## config.mk

```make
export PLATFORM = sky130hd
export DESIGN_NAME = btn_debounce_bank_flat
export DESIGN_NICKNAME = d
export VERILOG_FILES = /design/src/rtl/btn_pkg.sv /design/src/rtl/btn_debounce_bank_if.sv /design/src/rtl/btn_debounce_ch.sv /design/src/rtl/btn_debounce_bank.sv /design/src/flat_wrapper.sv
export SDC_FILE = /design/constraint.sdc
export NUM_CORES = 1
export LEC_CHECK = 0
export BUFFER_PORTS_ARGS = -buffer_cell sky130_fd_sc_hd__buf_4
export CAP_MARGIN = 20
export CORE_ASPECT_RATIO = 0.6
export CORE_UTILIZATION = 55
export DETAILED_ROUTE_END_ITERATION = 7
export PLACE_DENSITY = 0.73
export SYNTH_ARGS = -nofsm -noshare
export SYNTH_HDL_FRONTEND = slang
export SYNTH_SLANG_ARGS = --single-unit
```

## constraint.sdc

```tcl
create_clock -name CLK -period 3.6 [get_ports CLK]
set_input_delay 0.54 -clock CLK [delete_from_list [all_inputs] [get_ports CLK]]
set_output_delay 0.54 -clock CLK [all_outputs]
set_load 0.005 [all_outputs]
```

## src/rtl/btn_pkg.sv

```systemverilog
// Shared constants and types for the button debounce bank.
//   - default parameter values for the bank and its channels
//   - per-channel hold FSM state encoding
//   - helpers that size the hold counter
package btn_pkg;

  localparam int unsigned DEF_N_CH          = 4;
  localparam int unsigned DEF_CNTR_WIDTH    = 4;
  localparam int unsigned DEF_IN_ACTIVE_LOW = 0;
  localparam int unsigned DEF_LONG_TICKS    = 200;
  localparam int unsigned DEF_REPEAT_TICKS  = 50;
  localparam int unsigned DEF_REPEAT_EN     = 1;

  // Hold FSM: waiting for a press, pressed, pressed long enough to auto-repeat
  typedef enum logic [1:0] {
    IDLE = 2'd0,
    HELD = 2'd1,
    LONG = 2'd2
  } btn_fsm_e;

  function automatic int unsigned max_u(input int unsigned a, input int unsigned b);
    return (a > b) ? a : b;
  endfunction

  // Hold counter must represent both thresholds
  function automatic int unsigned hold_width(input int unsigned long_t,
                                             input int unsigned rep_t);
    return $clog2(max_u(long_t, rep_t) + 1);
  endfunction

endpackage

```

## src/rtl/btn_debounce_bank_if.sv

```systemverilog
// Bus between the debounce bank and its user.
//   CE          : tick enable for all debounce / hold counters
//   BTN_IN      : raw asynchronous button inputs
//   BTN_STATE   : debounced level, 1 = pressed
//   BTN_PRESS   : one-cycle pulse on debounced 0->1
//   BTN_RELEASE : one-cycle pulse on debounced 1->0
//   BTN_LONG    : one-cycle pulse when held for the long-press time
//   BTN_REPEAT  : one-cycle auto-repeat pulse after a long press
//   ANY_PRESS   : OR of BTN_PRESS, same cycle
// master = user side, slave = debounce bank.
interface btn_debounce_bank_if
  import btn_pkg::*;
#(
  parameter int unsigned N_CH = DEF_N_CH
);

  logic            CE;
  logic [N_CH-1:0] BTN_IN;
  logic [N_CH-1:0] BTN_STATE;
  logic [N_CH-1:0] BTN_PRESS;
  logic [N_CH-1:0] BTN_RELEASE;
  logic [N_CH-1:0] BTN_LONG;
  logic [N_CH-1:0] BTN_REPEAT;
  logic            ANY_PRESS;

  modport master (
    output CE, BTN_IN,
    input  BTN_STATE, BTN_PRESS, BTN_RELEASE, BTN_LONG, BTN_REPEAT, ANY_PRESS
  );

  modport slave (
    input  CE, BTN_IN,
    output BTN_STATE, BTN_PRESS, BTN_RELEASE, BTN_LONG, BTN_REPEAT, ANY_PRESS
  );

endinterface

```

## src/rtl/btn_debounce_ch.sv

```systemverilog
// One button channel: 2-flop synchroniser, debounce counter, and a hold
// FSM producing long-press and auto-repeat pulses.
//   CLK, RST_N  : clock, async active-low reset
//   ce          : tick enable
//   btn_in      : raw button input
//   btn_state   : debounced level
//   btn_press   : pulse on debounced rise
//   btn_release : pulse on debounced fall
//   btn_long    : pulse on HELD -> LONG
//   btn_repeat  : auto-repeat pulse while in LONG
//   press_c     : unregistered press condition (feeds the bank-level OR)
module btn_debounce_ch
  import btn_pkg::*;
#(
  parameter int unsigned CNTR_WIDTH    = DEF_CNTR_WIDTH,
  parameter int unsigned IN_ACTIVE_LOW = DEF_IN_ACTIVE_LOW,
  parameter int unsigned LONG_TICKS    = DEF_LONG_TICKS,
  parameter int unsigned REPEAT_TICKS  = DEF_REPEAT_TICKS,
  parameter int unsigned REPEAT_EN     = DEF_REPEAT_EN
) (
  input  logic CLK,
  input  logic RST_N,
  input  logic ce,
  input  logic btn_in,
  output logic btn_state,
  output logic btn_press,
  output logic btn_release,
  output logic btn_long,
  output logic btn_repeat,
  output logic press_c
);

  localparam int unsigned HOLD_W = hold_width(LONG_TICKS, REPEAT_TICKS);
  localparam bit          IN_INV = (IN_ACTIVE_LOW != 0);
  localparam bit          REP_ON = (REPEAT_EN != 0);

  localparam logic [1:0] ST_IDLE = IDLE;
  localparam logic [1:0] ST_HELD = HELD;
  localparam logic [1:0] ST_LONG = LONG;

  logic [1:0]            sync_q;
  logic                  in_s;
  logic [CNTR_WIDTH-1:0] db_cnt_q, db_cnt_nxt;
  logic                  state_q, state_nxt;
  logic                  rise_c, fall_c;
  logic [1:0]            fsm_q, fsm_nxt;
  logic [HOLD_W-1:0]     hold_q, hold_nxt, hold_inc;
  logic                  long_nxt, rep_nxt;

  // Synchroniser; polarity fix-up applied after the second flop
  always_ff @(posedge CLK or negedge RST_N) begin
    if (!RST_N) sync_q <= 2'b00;
    else        sync_q <= {sync_q[0], btn_in};
  end

  assign in_s = sync_q[1] ^ IN_INV;

  // Debounce: any agreement restarts the count; a full run of CE ticks flips the level
  always_comb begin
    db_cnt_nxt = db_cnt_q;
    state_nxt  = state_q;
    rise_c     = 1'b0;
    fall_c     = 1'b0;
    if (in_s == state_q) begin
      db_cnt_nxt = '0;
    end else if (ce) begin
      if (&db_cnt_q) begin
        state_nxt  = in_s;
        db_cnt_nxt = '0;
        rise_c     = in_s;
        fall_c     = ~in_s;
      end else begin
        db_cnt_nxt = db_cnt_q + CNTR_WIDTH'(1);
      end
    end
  end

  assign press_c = rise_c;

  // Hold FSM next state; a release always takes priority over thresholds
  always_comb begin
    fsm_nxt  = fsm_q;
    hold_nxt = hold_q;
    long_nxt = 1'b0;
    rep_nxt  = 1'b0;
    hold_inc = hold_q + HOLD_W'(1);
    case (fsm_q)
      ST_IDLE: begin
        if (rise_c) begin
          fsm_nxt  = ST_HELD;
          hold_nxt = '0;
        end
      end
      ST_HELD: begin
        if (fall_c) begin
          fsm_nxt  = ST_IDLE;
          hold_nxt = '0;
        end else if (ce) begin
          if (hold_inc == HOLD_W'(LONG_TICKS)) begin
            fsm_nxt  = ST_LONG;
            hold_nxt = '0;
            long_nxt = 1'b1;
          end else begin
            hold_nxt = hold_inc;
          end
        end
      end
      ST_LONG: begin
        if (fall_c) begin
          fsm_nxt  = ST_IDLE;
          hold_nxt = '0;
        end else if (ce) begin
          if (hold_inc == HOLD_W'(REPEAT_TICKS)) begin
            hold_nxt = '0;
            rep_nxt  = REP_ON;
          end else begin
            hold_nxt = hold_inc;
          end
        end
      end
      default: begin
        fsm_nxt  = ST_IDLE;
        hold_nxt = '0;
      end
    endcase
  end

  // State and registered outputs
  always_ff @(posedge CLK or negedge RST_N) begin
    if (!RST_N) begin
      db_cnt_q    <= '0;
      state_q     <= 1'b0;
      fsm_q       <= ST_IDLE;
      hold_q      <= '0;
      btn_press   <= 1'b0;
      btn_release <= 1'b0;
      btn_long    <= 1'b0;
      btn_repeat  <= 1'b0;
    end else begin
      db_cnt_q    <= db_cnt_nxt;
      state_q     <= state_nxt;
      fsm_q       <= fsm_nxt;
      hold_q      <= hold_nxt;
      btn_press   <= rise_c;
      btn_release <= fall_c;
      btn_long    <= long_nxt;
      btn_repeat  <= rep_nxt;
    end
  end

  assign btn_state = state_q;

endmodule

```

## src/rtl/btn_debounce_bank.sv

```systemverilog
// Bank of N_CH independent debounced buttons with press/release,
// long-press and auto-repeat pulses, plus a bank-wide ANY_PRESS.
//   CLK, RST_N : clock, async active-low reset
//   bus        : btn_debounce_bank_if slave (CE, BTN_IN in; all status out)
module btn_debounce_bank
  import btn_pkg::*;
#(
  parameter int unsigned N_CH          = DEF_N_CH,
  parameter int unsigned CNTR_WIDTH    = DEF_CNTR_WIDTH,
  parameter int unsigned IN_ACTIVE_LOW = DEF_IN_ACTIVE_LOW,
  parameter int unsigned LONG_TICKS    = DEF_LONG_TICKS,
  parameter int unsigned REPEAT_TICKS  = DEF_REPEAT_TICKS,
  parameter int unsigned REPEAT_EN     = DEF_REPEAT_EN
) (
  input logic               CLK,
  input logic               RST_N,
  btn_debounce_bank_if.slave bus
);

  logic [N_CH-1:0] press_c;

  // One channel per button
  for (genvar i = 0; i < N_CH; i++) begin : g_ch
    btn_debounce_ch #(
      .CNTR_WIDTH    (CNTR_WIDTH),
      .IN_ACTIVE_LOW (IN_ACTIVE_LOW),
      .LONG_TICKS    (LONG_TICKS),
      .REPEAT_TICKS  (REPEAT_TICKS),
      .REPEAT_EN     (REPEAT_EN)
    ) u_ch (
      .CLK         (CLK),
      .RST_N       (RST_N),
      .ce          (bus.CE),
      .btn_in      (bus.BTN_IN[i]),
      .btn_state   (bus.BTN_STATE[i]),
      .btn_press   (bus.BTN_PRESS[i]),
      .btn_release (bus.BTN_RELEASE[i]),
      .btn_long    (bus.BTN_LONG[i]),
      .btn_repeat  (bus.BTN_REPEAT[i]),
      .press_c     (press_c[i])
    );
  end

  // Registered from the same conditions as BTN_PRESS so both rise together
  always_ff @(posedge CLK or negedge RST_N) begin
    if (!RST_N) bus.ANY_PRESS <= 1'b0;
    else        bus.ANY_PRESS <= |press_c;
  end

endmodule

```

## src/flat_wrapper.sv

```systemverilog
// flat-port wrapper written by rule: the top's interface ports become plain ports
module btn_debounce_bank_flat import btn_pkg::*;
#(
  parameter int unsigned N_CH          = DEF_N_CH,
  parameter int unsigned CNTR_WIDTH    = DEF_CNTR_WIDTH,
  parameter int unsigned IN_ACTIVE_LOW = DEF_IN_ACTIVE_LOW,
  parameter int unsigned LONG_TICKS    = DEF_LONG_TICKS,
  parameter int unsigned REPEAT_TICKS  = DEF_REPEAT_TICKS,
  parameter int unsigned REPEAT_EN     = DEF_REPEAT_EN
)
  (CLK, RST_N, bus_CE, bus_BTN_IN, bus_BTN_STATE, bus_BTN_PRESS, bus_BTN_RELEASE, bus_BTN_LONG, bus_BTN_REPEAT, bus_ANY_PRESS);
  btn_debounce_bank_if #(.N_CH(N_CH)) bus_i ();
  input logic CLK;
  input logic RST_N;
  input wire logic [$bits(bus_i.CE)-1:0] bus_CE;
  input wire logic [$bits(bus_i.BTN_IN)-1:0] bus_BTN_IN;
  output wire logic [$bits(bus_i.BTN_STATE)-1:0] bus_BTN_STATE;
  output wire logic [$bits(bus_i.BTN_PRESS)-1:0] bus_BTN_PRESS;
  output wire logic [$bits(bus_i.BTN_RELEASE)-1:0] bus_BTN_RELEASE;
  output wire logic [$bits(bus_i.BTN_LONG)-1:0] bus_BTN_LONG;
  output wire logic [$bits(bus_i.BTN_REPEAT)-1:0] bus_BTN_REPEAT;
  output wire logic [$bits(bus_i.ANY_PRESS)-1:0] bus_ANY_PRESS;
  assign bus_i.CE = bus_CE;
  assign bus_i.BTN_IN = bus_BTN_IN;
  assign bus_BTN_STATE = bus_i.BTN_STATE;
  assign bus_BTN_PRESS = bus_i.BTN_PRESS;
  assign bus_BTN_RELEASE = bus_i.BTN_RELEASE;
  assign bus_BTN_LONG = bus_i.BTN_LONG;
  assign bus_BTN_REPEAT = bus_i.BTN_REPEAT;
  assign bus_ANY_PRESS = bus_i.ANY_PRESS;
  btn_debounce_bank #(.N_CH(N_CH), .CNTR_WIDTH(CNTR_WIDTH), .IN_ACTIVE_LOW(IN_ACTIVE_LOW), .LONG_TICKS(LONG_TICKS), .REPEAT_TICKS(REPEAT_TICKS), .REPEAT_EN(REPEAT_EN)) u_core (.CLK(CLK), .RST_N(RST_N), .bus(bus_i));
endmodule
```

==> results of run 1 <==
==> cells by family (layout without fill, tap and decap cells) <==
group	after synthesis	count (layout)	share of synthesized area, %
XOR/XNOR	19	19	3.19
AND/OR/NAND/NOR	206	206	20.9
AO/OA/AOI/OAI	126	126	17.7
multiplexers	18	18	3.66
flip-flops	85	85	40.7
adder cells (fa/ha/maj)	26	26	6.23
buffers and inverters	68	69	7.62
==> worst paths after layout <==
kind / start / to / slack, ns / depth (start not counted)
max: u_core.g_ch[2].u_ch.hold_q[0]$_DFFE_PN0P_ / u_core.g_ch[2].u_ch.hold_q[3]$_DFFE_PN0P_ / 1.15 / 7
min: RST_N / u_core.g_ch[2].u_ch.hold_q[5]$_DFFE_PN0P_ / 0.04 / 1
max reg2reg: u_core.g_ch[2].u_ch.hold_q[0]$_DFFE_PN0P_ / u_core.g_ch[2].u_ch.hold_q[3]$_DFFE_PN0P_ / 1.15 / 7
min reg2reg: u_core.g_ch[3].u_ch.sync_q[0]$_DFF_PN0_ / u_core.g_ch[3].u_ch.sync_q[1]$_DFF_PN0_ / 0.35 / 0
max in group asynchronous: RST_N / u_core.g_ch[3].u_ch.db_cnt_q[1]$_DFFE_PN0P_ / 2.95 / 2
min in group CLK: bus_BTN_IN[0] / u_core.g_ch[0].u_ch.sync_q[0]$_DFF_PN0_ / 0.30 / 1
==> stage by stage <==
stage / total power [mW] / util, %
2_1_floorplan: 1.51 / -
3_3_place_gp: 1.55 / 57.6
3_5_place_dp: 1.57 / 57.6
4_1_cts: 2.47 / 60.7
5_1_grt: 2.58 / 61.0
6_report: 2.46 / 61.0
==> layout make-up <==
| type | instances | area, um^2 | share of cell area, % |
|---|---|---|---|
| clock buffer | 12 | 246 | 4.40 |
| clock inverter | 2 | 35.0 | 0.625 |
| inverter | 26 | 97.6 | 1.74 |
| multi-input combinational | 395 | 2700 | 48.1 |
| sequential | 85 | 2130 | 37.9 |
| tap | 130 | 163 | 2.90 |
| timing repair buffer | 29 | 238 | 4.24 |
==> sequential cells by signal (all words and copies together) (netlist names), 4 cells and up <==
register                      count
u_core.g_ch.u_ch.btn_repeat       4
u_core.g_ch.u_ch.btn_long         4
u_core.g_ch.u_ch.btn_release      4
u_core.g_ch.u_ch.btn_state        4
u_core.g_ch.u_ch.fsm_q            8
u_core.g_ch.u_ch.sync_q           8
u_core.g_ch.u_ch.hold_q          32
u_core.g_ch.u_ch.btn_press        4
u_core.g_ch.u_ch.db_cnt_q        16
==> cell usage after synthesis, types with 9 or more instances <==
cell type	instances
a21oi_1	18
buf_4	23
dfrtp_1	85
ha_1	26
inv_1	26
mux2_2	9
mux2i_1	9
nand2_1	57
nand3_1	21
nor2_1	41
nor3_1	14
o211ai_1	11
o21ai_0	20
o31ai_1	12
xnor2_1	10
xor2_1	9
==> where the power goes <==
part           internal [mW]  switching (mW)  total [mW]
logic                  0.178           0.201       0.378
clock network          0.548           0.351       0.899
registers               1.03           0.150        1.18
total                   1.76           0.702        2.46
==> per-layer routing <==
metal	GRT usage (%)	vias to the layer above	wire [um]
li1	-	1957	-
met5	0	-	0
met2	33.3	140	4560
met4	6.71	0	70
met1	33.0	1940	5240
met3	6.62	5	710
==> worst max-delay path, cell delays in order, from the launching register on <==
cell,delay [ns]
dfrtp_1,0.45
ha_1,0.32
nor4b_1,0.41
a221oi_2,0.11
a2111oi_2,0.46
o21bai_2,0.15
and2_4,0.20
a32o_1,0.25
==> results.json, run 1 <==
{
  "slew_viol_final": 0,
  "ctsHoldBuffers": 0,
  "core_area_um2": 9190,
  "layout_commonest_cell": "dfrtp_1",
  "syn_area_um2": 5220,
  "ant_nets": 0,
  "synth.top_cells.by_area": "dfrtp_1, ha_1, nand2_1",
  "wirelength_um": 10600,
  "drt_iter0_drc": 383,
  "area_delta_synth_final_pct": 7.31,
  "status": "finished clean",
  "first_pass_iters": 7,
  "cts_tree": "built",
  "initial_core_util_pct": 56.8,
  "final_cell_mix": "dfrtp_1, nand2_1, nor2_1",
  "post-route-period-util_pct": 68.1,
  "worst_pin_slew_ns": 0.628,
  "peakVddDrop_uv": 324,
  "cp.arrival_ns": 2.68,
  "hold_violations": 0,
  "seq_area_frac_synth_pct": 40.7,
  "dp_slack_ns": 0.977,
  "setup_violations": 0,
  "hold-worst-slack_ns": 0.0419,
  "start_kind": "register",
  "io_buffer_count": 27,
  "finalSetupTns_ns": 0,
  "dieArea_um2": 9900,
  "die_h_um": 77.5,
  "fin_nets": 579,
  "min_period_ns": 2.45,
  "synth_flop_cell": "dfrtp_1",
  "vias": 4042,
  "cts-htree-levels": 3,
  "grt-ovfl-total": 0,
  "numClockSinks": 85,
  "antenna_found_initial": 0,
  "wl_per_cell_um": 15.6,
  "avgSynthCellArea_um2": 9.53,
  "yosysUniqueCellTypes": 76,
  "cts-buffers-inserted": 9,
  "dp_cells": 664,
  "diodes": 0,
  "drcViolationCount": 0,
  "io_pins": 28,
  "max_freq_ghz": 0.408,
  "leakagePower_nw": 2.48,
  "worstSkewPairLatency_ns": 0.34,
  "grt_max_degree": 86,
  "yosysTopAreaCell": "dfrtp_1",
  "post_cts_resized": 0,
  "ys_ff_latch": 85,
  "instances_no_fill": 679,
  "clk_pin_slew_worst_paths_ns": 0.06,
  "synth-edff-count": 0,
  "yosysWarnings": 0,
  "max_cap_violations": 0,
  "timing.final.ws_setup_ns": 1.15,
  "grt_pass1_wl_um": 17900,
  "syn_inst": 548,
  "hold_class": "primary input to asynchronous set/reset pin",
  "placed_area_um2": 5300,
  "design_area_um2": 5610,
  "placementRows": 27,
  "first_global_vias": 3675,
  "power_density_nw_per_um2": 439,
  "place_hpwl_um": 7420,
  "maxSlewHeadroom_pct": 57.8,
  "setup.worst_path.class": "register to register",
  "critPathMaxFanout": 8,
  "rsz0062_at_grt": "no",
  "final_layout_size_suffix_gt1_share_pct": 13.7,
  "synth_fp_nets": 581,
  "clock_path_buffers": 2,
  "cp-end-kind": "register",
  "die_x_um": 128,
  "grtUsageTotal_pct": 22.9,
  "cts_setup_buffers": 0,
  "async_flop_share_pct": 100,
  "required_ns": 3.83,
  "gp_congestion": 0.913,
  "viasPerCell": 5.95,
  "fin_skew_ns": 0.0113,
  "root_buffer": "clkbuf_16",
  "synth.top_cell.area_share_pct": 40.7,
  "fillers": 764
}
Note: power is estimated with default switching activity, not from simulation.
==> run 2: changes to the inputs <==
Settings changed: ABC_AREA set to 1.
Clock period 3.6 ns to 2.3 ns, I/O delays scaled along.
==> results.json, run 2 <==
{
  "synth.top_cell.area_share_pct": 41.0,
  "peakVddDrop_uv": 547,
  "core_area_um2": 9160,
  "max_freq_ghz": 0.543,
  "root_buffer": "clkbuf_16",
  "synthMostInstantiatedCell": "nand2_1",
  "worst_pin_slew_ns": 0.501,
  "ys_ff_latch": 85,
  "fin_skew_ns": 0.00612,
  "hold_violations": 0,
  "slew_viol_final": 0,
  "io_buffer_count": 27,
  "wl_per_cell_um": 12.1,
  "vias": 4078,
  "netlist_top_cells_count": "nand2_1, dfrtp_1, inv_1",
  "place_hpwl_um": 7430,
  "die_h_um": 77.2,
  "cp.arrival_ns": 2.07,
  "io_pins": 28,
  "critPathMaxFanout": 6,
  "cts-htree-levels": 3,
  "synth_compound_area_share_pct": 4.68,
  "syn_area_um2": 5190,
  "first_pass_iters": 4,
  "design_area_um2": 5650,
  "status": "finished clean",
  "syn_inst": 670,
  "worstSkewPairLatency_ns": 0.34,
  "fin_nets": 716,
  "reg_top3": "u_core.g_ch.u_ch.hold_q (32), u_core.g_ch.u_ch.db_cnt_q (16)",
  "timing.final.ws_setup_ns": 0.459,
  "top_register": "u_core.g_ch.u_ch.hold_q",
  "clock_path_buffers": 2,
  "hold_class": "primary input to register",
  "largest_reg_flops": 32,
  "synth_top_family_by_area": "simple AND/OR/NAND/NOR gates",
  "ant_nets": 0,
  "power_density_nw_per_um2": 638,
  "initial_core_util_pct": 56.6,
  "numClockSinks": 85,
  "grt-ovfl-total": 0,
  "finalSetupTns_ns": 0,
  "grtUsageTotal_pct": 22.7,
  "rsz0062_at_grt": "no",
  "synth_flop_cell": "dfrtp_1",
  "setup_violations": 0,
  "die_x_um": 127,
  "max_cap_violations": 0,
  "yosysWarnings": 0,
  "required_ns": 2.53,
  "first_global_vias": 3968,
  "final_layout_size_suffix_gt1_share_pct": 15.0,
  "synth_fp_nets": 703,
  "synthAdderAreaFrac_pct": 6.27,
  "min_period_ns": 1.84,
  "grt_pass1_wl_um": 17700,
  "yosys.area_share.simple_pct": 35.4,
  "post_cts_resized": 0,
  "final_cell_mix": "nand2_1, dfrtp_1, inv_1",
  "area_delta_synth_final_pct": 9.00,
  "drt_iter0_drc": 273,
  "leakagePower_nw": 2.97,
  "gp_congestion": 0.861,
  "wirelength_um": 9920,
  "yosys-mux-area-fraction_pct": 0,
  "synth-edff-count": 0,
  "cts_tree": "built",
  "cp-end-kind": "register",
  "seq_area_frac_synth_pct": 41.0,
  "diodes": 0,
  "viasPerCell": 4.99,
  "yosysUniqueCellTypes": 33,
  "placementRows": 27,
  "start_kind": "register",
  "maxSlewHeadroom_pct": 66.6,
  "avgSynthCellArea_um2": 7.74,
  "grt_max_degree": 49,
  "synth_xor_area_share_pct": 1.95,
  "yosysTopAreaCell": "dfrtp_1",
  "dp_slack_ns": 0.418,
  "async_flop_share_pct": 100,
  "layout_commonest_cell": "nand2_1",
  "antenna_found_initial": 0,
  "clk_pin_slew_worst_paths_ns": 0.06,
  "synth.top_cells.by_area": "dfrtp_1, nand2_1, ha_1",
  "setup.worst_path.class": "register to register",
  "drcViolationCount": 0,
  "cts-buffers-inserted": 9,
  "placed_area_um2": 5360,
  "post-route-period-util_pct": 80.0,
  "dieArea_um2": 9830
}
## run 2: changes by cell type in the layout (fill, tap and decap cells not counted), sizes merged, moves of 8 or more
cell	before	now
nand2	57	238
inv	26	90
nand3	22	55
nor2	42	60
o31ai	12	0
o211ai	11	0
xnor2	10	0
mux2	9	0
mux2i	9	0
and2	9	1
and3	8	0
nand4	7	15
## run 2: critical path, cell delays in order (launching register included)
cell	delay, ns
dfrtp_1	0.45
ha_1	0.24
nand3_1	0.12
o21ai_0	0.18
nand2_1	0.11
nor2_1	0.10
nand2_1	0.09
nand2_1	0.17
nand2_2	0.14
nand2_1	0.09
nand2_1	0.05
## run 2: area by class of cell
class / instances / area [um^2]
fillers: 766 / 3500
flip-flops and latches: 85 / 2130
multi-input cells: 466 / 2510
clock buffers: 11 / 243
repair buffers: 29 / 233
inverters: 92 / 345
clock inverters: 5 / 36.3
well taps: 130 / 163
## run 2: final timing paths
check,from,end,slack (ns),cells after the start
worst min-delay path,bus_BTN_IN[1],u_core.g_ch[1].u_ch.sync_q[0]$_DFF_PN0_,0.11,1
worst max register to register,u_core.g_ch[1].u_ch.hold_q[0]$_DFFE_PN0P_,u_core.g_ch[1].u_ch.hold_q[4]$_DFFE_PN0P_,0.46,10
worst max-delay path,u_core.g_ch[1].u_ch.hold_q[0]$_DFFE_PN0P_,u_core.g_ch[1].u_ch.hold_q[4]$_DFFE_PN0P_,0.46,10
worst min register to register,u_core.g_ch[0].u_ch.sync_q[0]$_DFF_PN0_,u_core.g_ch[0].u_ch.sync_q[1]$_DFF_PN0_,0.35,0
max in group asynchronous,RST_N,u_core.g_ch[2].u_ch.db_cnt_q[3]$_DFFE_PN0P_,1.16,3
min in group asynchronous,RST_N,u_core.g_ch[1].u_ch.hold_q[2]$_DFFE_PN0P_,0.51,2
## run 2: cells by family after synthesis
| family | after synthesis |
|---|---|
| flops | 85 |
| simple gates | 392 |
| buf+inv | 119 |
| fa+ha+maj | 26 |
| xor+xnor | 9 |
| compound gates | 39 |
## run 2: what timing repair did
action                    CTS  global route
buffers inserted            0             0
hold buffers                1             0
hold endpoints to repair   37             0
## run 2: where the power goes
part           leakage, nW  total, mW  switching, mW  internal (mW)
clock network        0.128       1.35          0.589          0.761
registers             1.14       1.70          0.101           1.60
logic                 1.71      0.562          0.374          0.188
## run 2: per-stage QoR
stage | cells | power [mW] | hold slack, ns | util (%)
after CTS | 818 | 3.64 | 0.103 | 61.7
final | 818 | 3.61 | 0.111 | 61.7
after global routing | 818 | 3.81 | 0.0942 | 61.7
after floorplan | 670 | 2.14 | 0.0494 | -
after global placement | 801 | 2.25 | 0.332 | 58.6
after detailed placement | 801 | 2.28 | 0.338 | 58.6
## run 2: metal layers
metal / vias to the layer above / GRT usage (%) / wire length, um
li1: 2094 / - / -
met1: 1909 / 31.7 / 5040
met2: 62 / 34.4 / 4430
met3: 13 / 5.86 / 330
met4: 0 / 7.26 / 119
met5: - / 0 / 0
